### src/rtl/mem_arbiter_pkg.sv
// rtl/mem_arbiter_pkg.sv - shared types for the CPU/external RAM arbiter
package mem_pkg;

    localparam int DATA_W = 32;

    typedef enum logic [1:0] {
        SZ_NONE = 2'd0,
        SZ_BYTE = 2'd1,
        SZ_HALF = 2'd2,
        SZ_WORD = 2'd3
    } size_t;

    typedef enum logic [2:0] {
        ST_IDLE       = 3'd0,
        ST_ACCESS     = 3'd1,
        ST_READ_CAPT  = 3'd2,
        ST_WRITE_DONE = 3'd3,
        ST_RESP       = 3'd4
    } state_t;

    typedef enum logic [1:0] {
        REQ_RD  = 2'd0,
        REQ_WR  = 2'd1,
        REQ_EXT = 2'd2
    } req_t;

endpackage

### src/rtl/mem_arbiter_if.sv
// rtl/mem_arbiter_if.sv - CPU, external and RAM buses of the arbiter
interface mem_arbiter_if #(
    parameter int ADDR_W = 14
);
    // CPU read channel
    logic [1:0]        m_in_sig_read;
    logic [31:0]       m_in_addr;
    logic [31:0]       m_in_data;
    logic              m_in_ready;
    // CPU write channel
    logic [1:0]        m_out_sig_write;
    logic [31:0]       m_out_addr;
    logic [31:0]       m_out_data;
    logic              m_out_ready;
    // external loader/debug port
    logic              ext_req;
    logic              ext_we;
    logic [31:0]       ext_addr;
    logic [31:0]       ext_wdata;
    logic              ext_ack;
    logic [31:0]       ext_rdata;
    // RAM side
    logic              mem_en;
    logic              mem_we;
    logic [3:0]        mem_be;
    logic [ADDR_W-1:0] mem_addr;
    logic [31:0]       mem_wdata;
    logic [31:0]       mem_rdata;
    logic              err;

    modport slave (
        input  m_in_sig_read, m_in_addr,
        output m_in_data, m_in_ready,
        input  m_out_sig_write, m_out_addr, m_out_data,
        output m_out_ready,
        input  ext_req, ext_we, ext_addr, ext_wdata,
        output ext_ack, ext_rdata,
        output mem_en, mem_we, mem_be, mem_addr, mem_wdata,
        input  mem_rdata,
        output err
    );

    modport master (
        output m_in_sig_read, m_in_addr,
        input  m_in_data, m_in_ready,
        output m_out_sig_write, m_out_addr, m_out_data,
        input  m_out_ready,
        output ext_req, ext_we, ext_addr, ext_wdata,
        input  ext_ack, ext_rdata,
        input  mem_en, mem_we, mem_be, mem_addr, mem_wdata,
        output mem_rdata,
        input  err
    );

endinterface

### src/rtl/mem_lane_steer.sv
// rtl/mem_lane_steer.sv - byte/half/word lane steering for RAM writes and reads
module mem_lane_steer
    import mem_pkg::*;
(
    input  size_t              size,
    input  logic [1:0]         addr_lo,
    input  logic [DATA_W-1:0]  wdata_in,
    output logic [3:0]         be,
    output logic [DATA_W-1:0]  wdata_out,
    input  logic [DATA_W-1:0]  rdata_in,
    output logic [DATA_W-1:0]  rdata_out
);

    // Replicate narrow write data on every lane and pick the addressed lane on reads
    always_comb begin
        be        = 4'b0000;
        wdata_out = '0;
        rdata_out = '0;
        case (size)
            SZ_BYTE: begin
                be        = 4'b0001 << addr_lo;
                wdata_out = {4{wdata_in[7:0]}};
                rdata_out = {24'd0, rdata_in[{addr_lo, 3'b000} +: 8]};
            end
            SZ_HALF: begin
                // addr_lo[0] is deliberately ignored: halves are always aligned
                be        = addr_lo[1] ? 4'b1100 : 4'b0011;
                wdata_out = {2{wdata_in[15:0]}};
                rdata_out = {16'd0, (addr_lo[1] ? rdata_in[31:16] : rdata_in[15:0])};
            end
            SZ_WORD: begin
                be        = 4'b1111;
                wdata_out = wdata_in;
                rdata_out = rdata_in;
            end
            default: begin
                be        = 4'b0000;
                wdata_out = '0;
                rdata_out = '0;
            end
        endcase
    end

endmodule

### src/rtl/mem_arbiter.sv
// rtl/mem_arbiter.sv - shares one word RAM between CPU read/write and an external port
module mem_arbiter
    import mem_pkg::*;
#(
    parameter int ADDR_W = 14
) (
    input  logic         clk,
    input  logic         reset,
    mem_arbiter_if.slave bus
);

    state_t            state;
    state_t            state_nx;

    // latched CPU requests; a channel stays pending until its access completes
    logic              rd_pend;
    size_t             rd_size;
    logic [ADDR_W+1:0] rd_addr;
    logic              wr_pend;
    size_t             wr_size;
    logic [ADDR_W+1:0] wr_addr;
    logic [31:0]       wr_data;

    req_t              last_grant;
    req_t              cur_req;
    size_t             cur_size;
    logic [1:0]        cur_lo;

    logic              cpu_want;
    req_t              cpu_req;
    logic              do_grant;
    req_t              grant_req;

    size_t             g_size;
    logic [1:0]        g_lo;
    logic [ADDR_W-1:0] g_addr;
    logic [31:0]       g_wdata;
    logic              g_we;

    size_t             steer_size;
    logic [1:0]        steer_lo;
    logic [3:0]        steer_be;
    logic [31:0]       steer_wdata;
    logic [31:0]       steer_rdata;

    // address bits above the RAM size alias by truncation; ext ignores the byte offset
    logic              unused_addr_bits;
    assign unused_addr_bits = ^{bus.m_in_addr[31:ADDR_W+2], bus.m_out_addr[31:ADDR_W+2],
                                bus.ext_addr[31:ADDR_W+2], bus.ext_addr[1:0]};

    assign bus.mem_en = (state == ST_ACCESS);

    // State register
    always_ff @(posedge clk) begin
        if (reset) begin
            state <= ST_IDLE;
        end else begin
            state <= state_nx;
        end
    end

    // Next-state logic and grant decision; the CPU's write beats its own read
    always_comb begin
        state_nx  = state;
        do_grant  = 1'b0;
        grant_req = REQ_RD;
        cpu_want  = rd_pend | wr_pend;
        cpu_req   = wr_pend ? REQ_WR : REQ_RD;
        case (state)
            ST_IDLE: begin
                if (cpu_want && bus.ext_req) begin
                    do_grant  = 1'b1;
                    grant_req = (last_grant == REQ_EXT) ? cpu_req : REQ_EXT;
                end else if (cpu_want) begin
                    do_grant  = 1'b1;
                    grant_req = cpu_req;
                end else if (bus.ext_req) begin
                    do_grant  = 1'b1;
                    grant_req = REQ_EXT;
                end
                if (do_grant) begin
                    state_nx = ST_ACCESS;
                end
            end
            ST_ACCESS:     state_nx = bus.mem_we ? ST_WRITE_DONE : ST_READ_CAPT;
            ST_READ_CAPT:  state_nx = ST_RESP;
            ST_WRITE_DONE: state_nx = ST_RESP;
            ST_RESP:       state_nx = ST_IDLE;
            default:       state_nx = ST_IDLE;
        endcase
    end

    // Select the granted requester's parameters; the steerer sees the grant in IDLE
    // and the registered access otherwise (it is only needed again at read capture)
    always_comb begin
        g_size  = rd_size;
        g_lo    = rd_addr[1:0];
        g_addr  = rd_addr[ADDR_W+1:2];
        g_wdata = '0;
        g_we    = 1'b0;
        case (grant_req)
            REQ_WR: begin
                g_size  = wr_size;
                g_lo    = wr_addr[1:0];
                g_addr  = wr_addr[ADDR_W+1:2];
                g_wdata = wr_data;
                g_we    = 1'b1;
            end
            REQ_EXT: begin
                g_size  = SZ_WORD;
                g_lo    = 2'b00;
                g_addr  = bus.ext_addr[ADDR_W+1:2];
                g_wdata = bus.ext_wdata;
                g_we    = bus.ext_we;
            end
            default: begin
                g_size  = rd_size;
                g_lo    = rd_addr[1:0];
                g_addr  = rd_addr[ADDR_W+1:2];
                g_wdata = '0;
                g_we    = 1'b0;
            end
        endcase
        steer_size = (state == ST_IDLE) ? g_size : cur_size;
        steer_lo   = (state == ST_IDLE) ? g_lo : cur_lo;
    end

    mem_lane_steer u_steer (
        .size      (steer_size),
        .addr_lo   (steer_lo),
        .wdata_in  (g_wdata),
        .be        (steer_be),
        .wdata_out (steer_wdata),
        .rdata_in  (bus.mem_rdata),
        .rdata_out (steer_rdata)
    );

    // Request capture, RAM command registers and one-cycle response pulses
    always_ff @(posedge clk) begin
        if (reset) begin
            rd_pend         <= 1'b0;
            rd_size         <= SZ_NONE;
            rd_addr         <= '0;
            wr_pend         <= 1'b0;
            wr_size         <= SZ_NONE;
            wr_addr         <= '0;
            wr_data         <= '0;
            last_grant      <= REQ_EXT;
            cur_req         <= REQ_RD;
            cur_size        <= SZ_NONE;
            cur_lo          <= 2'b00;
            bus.mem_we      <= 1'b0;
            bus.mem_be      <= 4'b0000;
            bus.mem_addr    <= '0;
            bus.mem_wdata   <= '0;
            bus.m_in_data   <= '0;
            bus.m_in_ready  <= 1'b0;
            bus.m_out_ready <= 1'b0;
            bus.ext_ack     <= 1'b0;
            bus.ext_rdata   <= '0;
            bus.err         <= 1'b0;
        end else begin
            bus.m_in_ready  <= 1'b0;
            bus.m_out_ready <= 1'b0;
            bus.ext_ack     <= 1'b0;

            // a pulse on a busy channel is dropped and flagged
            if (bus.m_in_sig_read != 2'd0) begin
                if (rd_pend) begin
                    bus.err <= 1'b1;
                end else begin
                    rd_pend <= 1'b1;
                    rd_size <= size_t'(bus.m_in_sig_read);
                    rd_addr <= bus.m_in_addr[ADDR_W+1:0];
                end
            end
            if (bus.m_out_sig_write != 2'd0) begin
                if (wr_pend) begin
                    bus.err <= 1'b1;
                end else begin
                    wr_pend <= 1'b1;
                    wr_size <= size_t'(bus.m_out_sig_write);
                    wr_addr <= bus.m_out_addr[ADDR_W+1:0];
                    wr_data <= bus.m_out_data;
                end
            end

            if (do_grant) begin
                last_grant    <= grant_req;
                cur_req       <= grant_req;
                cur_size      <= g_size;
                cur_lo        <= g_lo;
                bus.mem_we    <= g_we;
                bus.mem_be    <= steer_be;
                bus.mem_addr  <= g_addr;
                bus.mem_wdata <= steer_wdata;
            end

            if (state == ST_READ_CAPT) begin
                if (cur_req == REQ_EXT) begin
                    bus.ext_rdata <= steer_rdata;
                    bus.ext_ack   <= 1'b1;
                end else begin
                    bus.m_in_data  <= steer_rdata;
                    bus.m_in_ready <= 1'b1;
                    rd_pend        <= 1'b0;
                end
            end

            if (state == ST_WRITE_DONE) begin
                if (cur_req == REQ_EXT) begin
                    bus.ext_ack <= 1'b1;
                end else begin
                    bus.m_out_ready <= 1'b1;
                    wr_pend         <= 1'b0;
                end
            end
        end
    end

endmodule

### src/flat_wrapper.sv
// flat-port wrapper written by rule: the top's interface ports become plain ports
module mem_arbiter_flat import mem_pkg::*;
#(
    parameter int ADDR_W = 14
)
  (clk, reset, bus_m_in_sig_read, bus_m_in_addr, bus_m_in_data, bus_m_in_ready, bus_m_out_sig_write, bus_m_out_addr, bus_m_out_data, bus_m_out_ready, bus_ext_req, bus_ext_we, bus_ext_addr, bus_ext_wdata, bus_ext_ack, bus_ext_rdata, bus_mem_en, bus_mem_we, bus_mem_be, bus_mem_addr, bus_mem_wdata, bus_mem_rdata, bus_err);
  mem_arbiter_if #(.ADDR_W(ADDR_W)) bus_i ();
  input  logic clk;
  input  logic reset;
  input wire logic [$bits(bus_i.m_in_sig_read)-1:0] bus_m_in_sig_read;
  input wire logic [$bits(bus_i.m_in_addr)-1:0] bus_m_in_addr;
  output wire logic [$bits(bus_i.m_in_data)-1:0] bus_m_in_data;
  output wire logic [$bits(bus_i.m_in_ready)-1:0] bus_m_in_ready;
  input wire logic [$bits(bus_i.m_out_sig_write)-1:0] bus_m_out_sig_write;
  input wire logic [$bits(bus_i.m_out_addr)-1:0] bus_m_out_addr;
  input wire logic [$bits(bus_i.m_out_data)-1:0] bus_m_out_data;
  output wire logic [$bits(bus_i.m_out_ready)-1:0] bus_m_out_ready;
  input wire logic [$bits(bus_i.ext_req)-1:0] bus_ext_req;
  input wire logic [$bits(bus_i.ext_we)-1:0] bus_ext_we;
  input wire logic [$bits(bus_i.ext_addr)-1:0] bus_ext_addr;
  input wire logic [$bits(bus_i.ext_wdata)-1:0] bus_ext_wdata;
  output wire logic [$bits(bus_i.ext_ack)-1:0] bus_ext_ack;
  output wire logic [$bits(bus_i.ext_rdata)-1:0] bus_ext_rdata;
  output wire logic [$bits(bus_i.mem_en)-1:0] bus_mem_en;
  output wire logic [$bits(bus_i.mem_we)-1:0] bus_mem_we;
  output wire logic [$bits(bus_i.mem_be)-1:0] bus_mem_be;
  output wire logic [$bits(bus_i.mem_addr)-1:0] bus_mem_addr;
  output wire logic [$bits(bus_i.mem_wdata)-1:0] bus_mem_wdata;
  input wire logic [$bits(bus_i.mem_rdata)-1:0] bus_mem_rdata;
  output wire logic [$bits(bus_i.err)-1:0] bus_err;
  assign bus_i.m_in_sig_read = bus_m_in_sig_read;
  assign bus_i.m_in_addr = bus_m_in_addr;
  assign bus_m_in_data = bus_i.m_in_data;
  assign bus_m_in_ready = bus_i.m_in_ready;
  assign bus_i.m_out_sig_write = bus_m_out_sig_write;
  assign bus_i.m_out_addr = bus_m_out_addr;
  assign bus_i.m_out_data = bus_m_out_data;
  assign bus_m_out_ready = bus_i.m_out_ready;
  assign bus_i.ext_req = bus_ext_req;
  assign bus_i.ext_we = bus_ext_we;
  assign bus_i.ext_addr = bus_ext_addr;
  assign bus_i.ext_wdata = bus_ext_wdata;
  assign bus_ext_ack = bus_i.ext_ack;
  assign bus_ext_rdata = bus_i.ext_rdata;
  assign bus_mem_en = bus_i.mem_en;
  assign bus_mem_we = bus_i.mem_we;
  assign bus_mem_be = bus_i.mem_be;
  assign bus_mem_addr = bus_i.mem_addr;
  assign bus_mem_wdata = bus_i.mem_wdata;
  assign bus_i.mem_rdata = bus_mem_rdata;
  assign bus_err = bus_i.err;
  mem_arbiter #(.ADDR_W(ADDR_W)) u_core (.clk(clk), .reset(reset), .bus(bus_i));
endmodule
### config.mk
export PLATFORM = sky130hd
export DESIGN_NAME = mem_arbiter_flat
export DESIGN_NICKNAME = d
export VERILOG_FILES = /design/src/rtl/mem_arbiter_pkg.sv /design/src/rtl/mem_arbiter_if.sv /design/src/rtl/mem_lane_steer.sv /design/src/rtl/mem_arbiter.sv /design/src/flat_wrapper.sv
export SDC_FILE = /design/constraint.sdc
export NUM_CORES = 1
export LEC_CHECK = 0
export ABC_AREA = 1
export ABC_CLOCK_PERIOD_IN_PS = 2550
export CORE_ASPECT_RATIO = 0.7
export CORE_MARGIN = 4
export CORE_UTILIZATION = 41
export DETAILED_ROUTE_END_ITERATION = 6
export PLACE_DENSITY = 0.86
export RECOVER_POWER = 100
export SYNTH_ARGS = -nofsm -noshare
export SYNTH_HDL_FRONTEND = slang
export SYNTH_SLANG_ARGS = --single-unit
### constraint.sdc
create_clock -name clk -period 2.55 [get_ports clk]
set_clock_uncertainty 0.15 [all_clocks]
set_input_delay 0.765 -clock clk [delete_from_list [all_inputs] [get_ports clk]]
set_output_delay 0.765 -clock clk [all_outputs]
set_load 0.03 [all_outputs]
* After elaboration in Yosys (flattened, before gate mapping)
Index checks and enable logic that the tools add are counted.
Word-level totals: logic and storage cells 93, input port bits 200, output and inout port bits 120, bits in registers 200
Operators by class: multiplexer cells 41, bitwise logic cells 6, reductions and logical operators 11, shift-type cells 2, equal/unequal tests 11
Operators by type and width (number):
- $pmux W32 S3 | 2
- $pmux W32 S2 | 1
- $shiftx A32 B6 Y8 | 1
- $pmux W14 S2 | 1
- $mux W1 | 22
- $mux W16 | 1
- $mux W2 | 7
- $pmux W4 S3 | 1
- $eq A2 B2 Y1 const B | 5
- $pmux W3 S3 | 1
- $pmux W2 S2 | 2
- $reduce_and A2 Y1 | 4
- $eq A3 B2 Y1 const B | 2
- $reduce_or A2 Y1 | 3
- $not A1 Y1 | 5
- $eq A2 B1 Y1 const B | 2
- $mux W4 | 1
- $reduce_bool A2 Y1 | 2
- $shl A1 B2 Y4 const A | 1
- $eq A3 B1 Y1 const B | 1
- $logic_not A3 Y1 | 1
- $mux W3 | 1
- $ne A2 B1 Y1 const B | 1
- $pmux W1 S2 | 1
- other kinds (2) | 2

* Logic depth before layout (Yosys ltp)
word-level depth 9, mapped depth 19, mapped depth without buffers 18

* By module
From an unflattened synthesis, not the netlist that was laid out.
Unflattened totals: cells, all modules 1420, area total of the unflattened synthesis 9287.7 um^2
By module, submodules not included:
- mem_arbiter | seq. area each 3983.8 um^2, cells each 1139, times used 1, area an instance 8056.5 um^2
- mem_lane_steer | seq. area each 0.0 um^2, cells each 281, times used 1, area an instance 1231.2 um^2

* Worst setup path before layout
OpenSTA, ideal clock, no wires.
kind input to register, start input bus_ext_req, end register u_core.bus.ext_rdata[6], path slack -0.121 ns, arrival 2.412 ns, required time 2.291 ns, library setup time 0.109 ns, path buffers 2, stages 16, cell sequence inv_1 nor2_1 o21ai_0 ha_1 buf_4 nand2_1 nand2_1 nand2_4 buf_2 nand3_1 nand2_1 nand2_1 nand3_1 nand3_1 nand2_1 inv_1
On the way: longest elaborated chain between the ends 9, elaborated cells between the ends (all ways) 17, those cells by class eq/ne (5); shift (1); mux (10); reduce/logical (1)
Ends and longest elaborated chain:
- start, declared | line flat_wrapper.sv:18 | input wire logic [$bits(bus_i.ext_req)-1:0] bus_ext_req;
- $mux W2 | line mem_arbiter.sv:77 | end else if (bus.ext_req) begin
- $mux W2 | line mem_arbiter.sv:74 | end else if (cpu_want) begin
- $mux W2 (*) | line mem_arbiter.sv:71 | if (cpu_want && bus.ext_req) begin
- $mux W2 (*) | line mem_arbiter.sv:69 | case (state)
- $eq A2 B2 Y1 / $eq A2 B1 Y1 (equally long branches) | line mem_arbiter.sv:101 | case (grant_req)
- $pmux W2 S2 | line mem_arbiter.sv:101
- $mux W2 (on tied branches) | line mem_arbiter.sv:125, mem_arbiter.sv:124
- $shiftx A32 B6 Y8 (tied with other cells) | line mem_lane_steer.sv:23 | rdata_out = {24'd0, rdata_in[{addr_lo, 3'b000} +: 8]};
- $pmux W32 S3 (*) | line mem_lane_steer.sv:19 | case (size)
- end signal, assigned | line mem_arbiter.sv:201 | bus.ext_rdata <= steer_rdata;
- end, declared | line mem_arbiter_if.sv:37 | output ext_ack, ext_rdata,
Every way passes the cells marked *; elsewhere a longest branch is shown, timed or not. A chain may end at the register's enable or synchronous reset.

* Worst setup path in the final report
start register u_core.bus.mem_wdata[22], end output bus_mem_wdata[22]
RTL lines:
- start, declared | line mem_arbiter_if.sv:38 | output mem_en, mem_we, mem_be, mem_addr, mem_wdata,
- start signal, assigned | line mem_arbiter.sv:196 | bus.mem_wdata <= steer_wdata;
- end, declared | line flat_wrapper.sv:28 | output wire logic [$bits(bus_i.mem_wdata)-1:0] bus_mem_wdata;
No word-level cell between the ends.

==> results.toml <==
[outcome]
status = "finished, final reports clean"

[drt]
drtIter0Drc = 808
wl_per_cell_um = 16.3
routed_wl_mm = 31.4
antenna_left = 0
drc_errors = 0
firstDrtPassIters = 6
drt-vias-per-instance = 5.11
via_count = 9857

[synthesis]
syn_nets = 1557
synth_top_family_by_area = "simple AND/OR/NAND/NOR gates"
synth-seq-cells = 199
synth_mux_area_share_pct = 0
yosysSeqAreaShare_pct = 43.7
ys_warn_count = 0
synthXorXnorAreaFrac_pct = 0
synthDistinctLibCells = 31
synth_area_um2 = 9120
synth_fa_ha_area_share_pct = 0.274
synth-simple-area-share_pct = 32.1
avgSynthCellArea_um2 = 6.73
syn_inst = 1355
synth_compound_area_share_pct = 16.1

[clock_tree]
cts_hold_repair.buffers = 0
htreeDepth = 4
cts_sinks = 199
insertion_delay_ns = 0.44
path_clk_slew_ns = 0.08
clockRootBuffer = "clkbuf_16"
cts_buffer_depth = 2
tritoncts = "yes"
cts_buffers = 17

[place]
portBuffers = 269
dp.cells = 1887
dpl_worst_slack_ns = -0.706
post-dp-hpwl_mm = 22.8
gp_congestion = 0.946

[timing]
max_freq_ghz = 0.402
relSlewSlack_pct = 51.8
tightest_slew_ns = 0.723
hold_viol_final = 0
setup_ws_ns = 0.0613
slew_viol_final = 0
finalSetupViolCount = 0
period_needed_ns = 2.49
holdWs_ns = 0.306
post-route-period-util_pct = 97.6

[setup_path]
cp-start-kind = "register"
worstPathCellList = "dlygate4sd3_1"
cp-end-kind = "primary output"
cp_max_fo = 2
critPathSlowestCell = "dlygate4sd3_1"
cp.buffers_inverters = 1
critPathKind = "reg2out"
worst_path_dominant_cell_family = "buffers and inverters"
required_ns = 1.64
worstPathArrival_ns = 1.57
critPathMaxStageDelay_ns = 0.76

[global_routing]
track_usage_pct = 24.4
grt_pass1_wl_mm = 48.7
grt_overflow = 0
grt_pass1_vias = 9311
antenna_found_initial = 1
grt_max_degree = 74

[power]
leakage_nw = 5.65
p_sw_share_pct = 44.9
irDropWorstVdd_uv = 666
seqPwrFrac_pct = 28.7
p_switching_w = 0.00596
clkPwrFrac_pct = 20.3
power_frac_comb_pct = 50.9
power_density_nw_per_um2 = 1010
p_int_w = 0.00732

[final_layout]
nets = 1835
utilization_pct = 60.5
final_cell_mix = "371 x nand2_1, 225 x clkdlybuf4s50_1, 200 x nor2_1, 196 x dfxtp_1, 120 x a21oi_1"
areaGrowthSynthToFinish_pct = 44.5
antenna_cells = 0
drive_above_1_share_pct = 10.5
final_cells = 1928
final_common_cell = "nand2_1"

[die]
rows = 45
initial_utilization_pct = 41.9
io_pins = 320
chipWidth_um = 186
die_h_um = 133
dieArea_um2 = 24700
fp.coreArea_um2 = 21800

[run]
cap_violations = 0

[worst_hold_path]
hold_class = "reg2reg"
worst paths after layout:
check                                start                      end  slack (ns)  cells after the start
setup / recovery  u_core.bus.mem_wdata[22]        bus_mem_wdata[22]        0.06                      1
hold / removal     u_core.bus.m_in_data[3]  u_core.bus.m_in_data[3]        0.31                      2
setup reg to reg         u_core.cur_req[0]  u_core.bus.m_in_data[9]        0.17                     18
hold reg to reg    u_core.bus.m_in_data[3]  u_core.bus.m_in_data[3]        0.31                      2
synthesized netlist by cell type:
| cell type | n | area [µm²] |
|---|---|---|
| a21oi_1 | 122 | 611 |
| a21oi_2 | 1 | 8.76 |
| a21oi_4 | 1 | 16.3 |
| a31oi_1 | 7 | 43.8 |
| buf_1 | 2 | 7.51 |
| buf_2 | 21 | 105 |
| buf_4 | 6 | 45.0 |
| buf_6 | 5 | 56.3 |
| clkbuf_1 | 50 | 188 |
| clkinv_1 | 1 | 3.75 |
| dfxtp_1 | 199 | 3980 |
| ha_1 | 2 | 25.0 |
| inv_1 | 75 | 282 |
| inv_2 | 6 | 22.5 |
| inv_6 | 1 | 8.76 |
| nand2_1 | 383 | 1440 |
| nand2_2 | 8 | 50.1 |
| nand2_4 | 9 | 101 |
| nand3_1 | 83 | 415 |
| nand3_2 | 2 | 20.0 |
| nand4_1 | 8 | 50.1 |
| nor2_1 | 204 | 766 |
| nor2_2 | 2 | 12.5 |
| nor2_4 | 3 | 33.8 |
| nor2_8 | 1 | 20.0 |
| nor3_1 | 2 | 10.0 |
| nor4_1 | 2 | 12.5 |
| o211ai_1 | 15 | 113 |
| o21a_1 | 1 | 7.51 |
| o21ai_0 | 120 | 601 |
| o21ai_1 | 13 | 65.1 |
state kept, by name, indices dropped and copies added, names as in the netlist, 2 cells and up:
| name | cells |
|---|---|
| u_core.wr_addr | 16 |
| u_core.state | 3 |
| u_core.wr_size | 2 |
| u_core.cur_size | 2 |
| u_core.cur_req | 2 |
| u_core.bus.mem_addr | 14 |
| u_core.bus.mem_be | 4 |
| u_core.rd_size | 2 |
| u_core.rd_addr | 16 |
| u_core.wr_data | 32 |
| u_core.bus.mem_wdata | 32 |
| u_core.bus.m_in_data | 32 |
| u_core.bus.ext_rdata | 32 |
| u_core.cur_lo | 2 |
power groups by stage:
stage	sequential, W	clock (W)	combinational, W
after global placement	0.00386	0	0.00633
after detailed placement	0.00387	0	0.00641
after global routing	0.00386	0.00286	0.00736
after CTS	0.00381	0.00274	0.00654
final	0.00381	0.00270	0.00676
after floorplan	0.00435	0	0.00361
kinds of logic after synthesis:
| kind of cell | after synthesis |
|---|---|
| AO/OA/AOI/OAI | 280 |
| adder cells (fa/ha/maj) | 2 |
| buffers and inverters | 167 |
| flip-flops | 199 |
| AND/OR/NAND/NOR | 707 |
layout make-up:
class	count	area, µm²
repair buffers	342	3330
flip-flops and latches	199	3990
clock inverters	14	156
multi-input cells	990	4590
inverters	83	322
well taps	282	353
fillers	1886	8610
clock buffers	18	439
stage by stage:
step | total power (W) | cell area (µm²) | TNS [ns]
after floorplan | 0.00796 | 9160 | 0
final | 0.0133 | 13200 | 0
after CTS | 0.0131 | 13100 | 0
after global placement | 0.0102 | 12400 | -63.10
after detailed placement | 0.0103 | 12400 | -69.99
after global routing | 0.0141 | 13200 | -0.0433
worst register-to-register path, delay by kind of cell, from the launching register on:
family	cells	cell delay, ns
simple gates	13	1.38
compound gates	1	0.09
buf+inv	3	0.23
fa+ha+maj	1	0.19
flops	1	0.32
metal layers:
metal / GRT usage, % / vias to the layer above / wire length [µm]
met5: 0 / - / 13
met4: 5.70 / 2 / 502
met3: 6.40 / 42 / 3080
met2: 36.1 / 427 / 13600
met1: 35.5 / 4481 / 14200
li1: - / 4905 / -
what timing repair did:
action	in CTS	in global routing
gates resized for setup	12	40
gates cloned	0	1
endpoints found under the setup margin	112	81
setup buffers	2	6
hold endpoints to repair	0	0
pin swaps	8	19
Note: power is estimated with default switching activity, not from simulation.
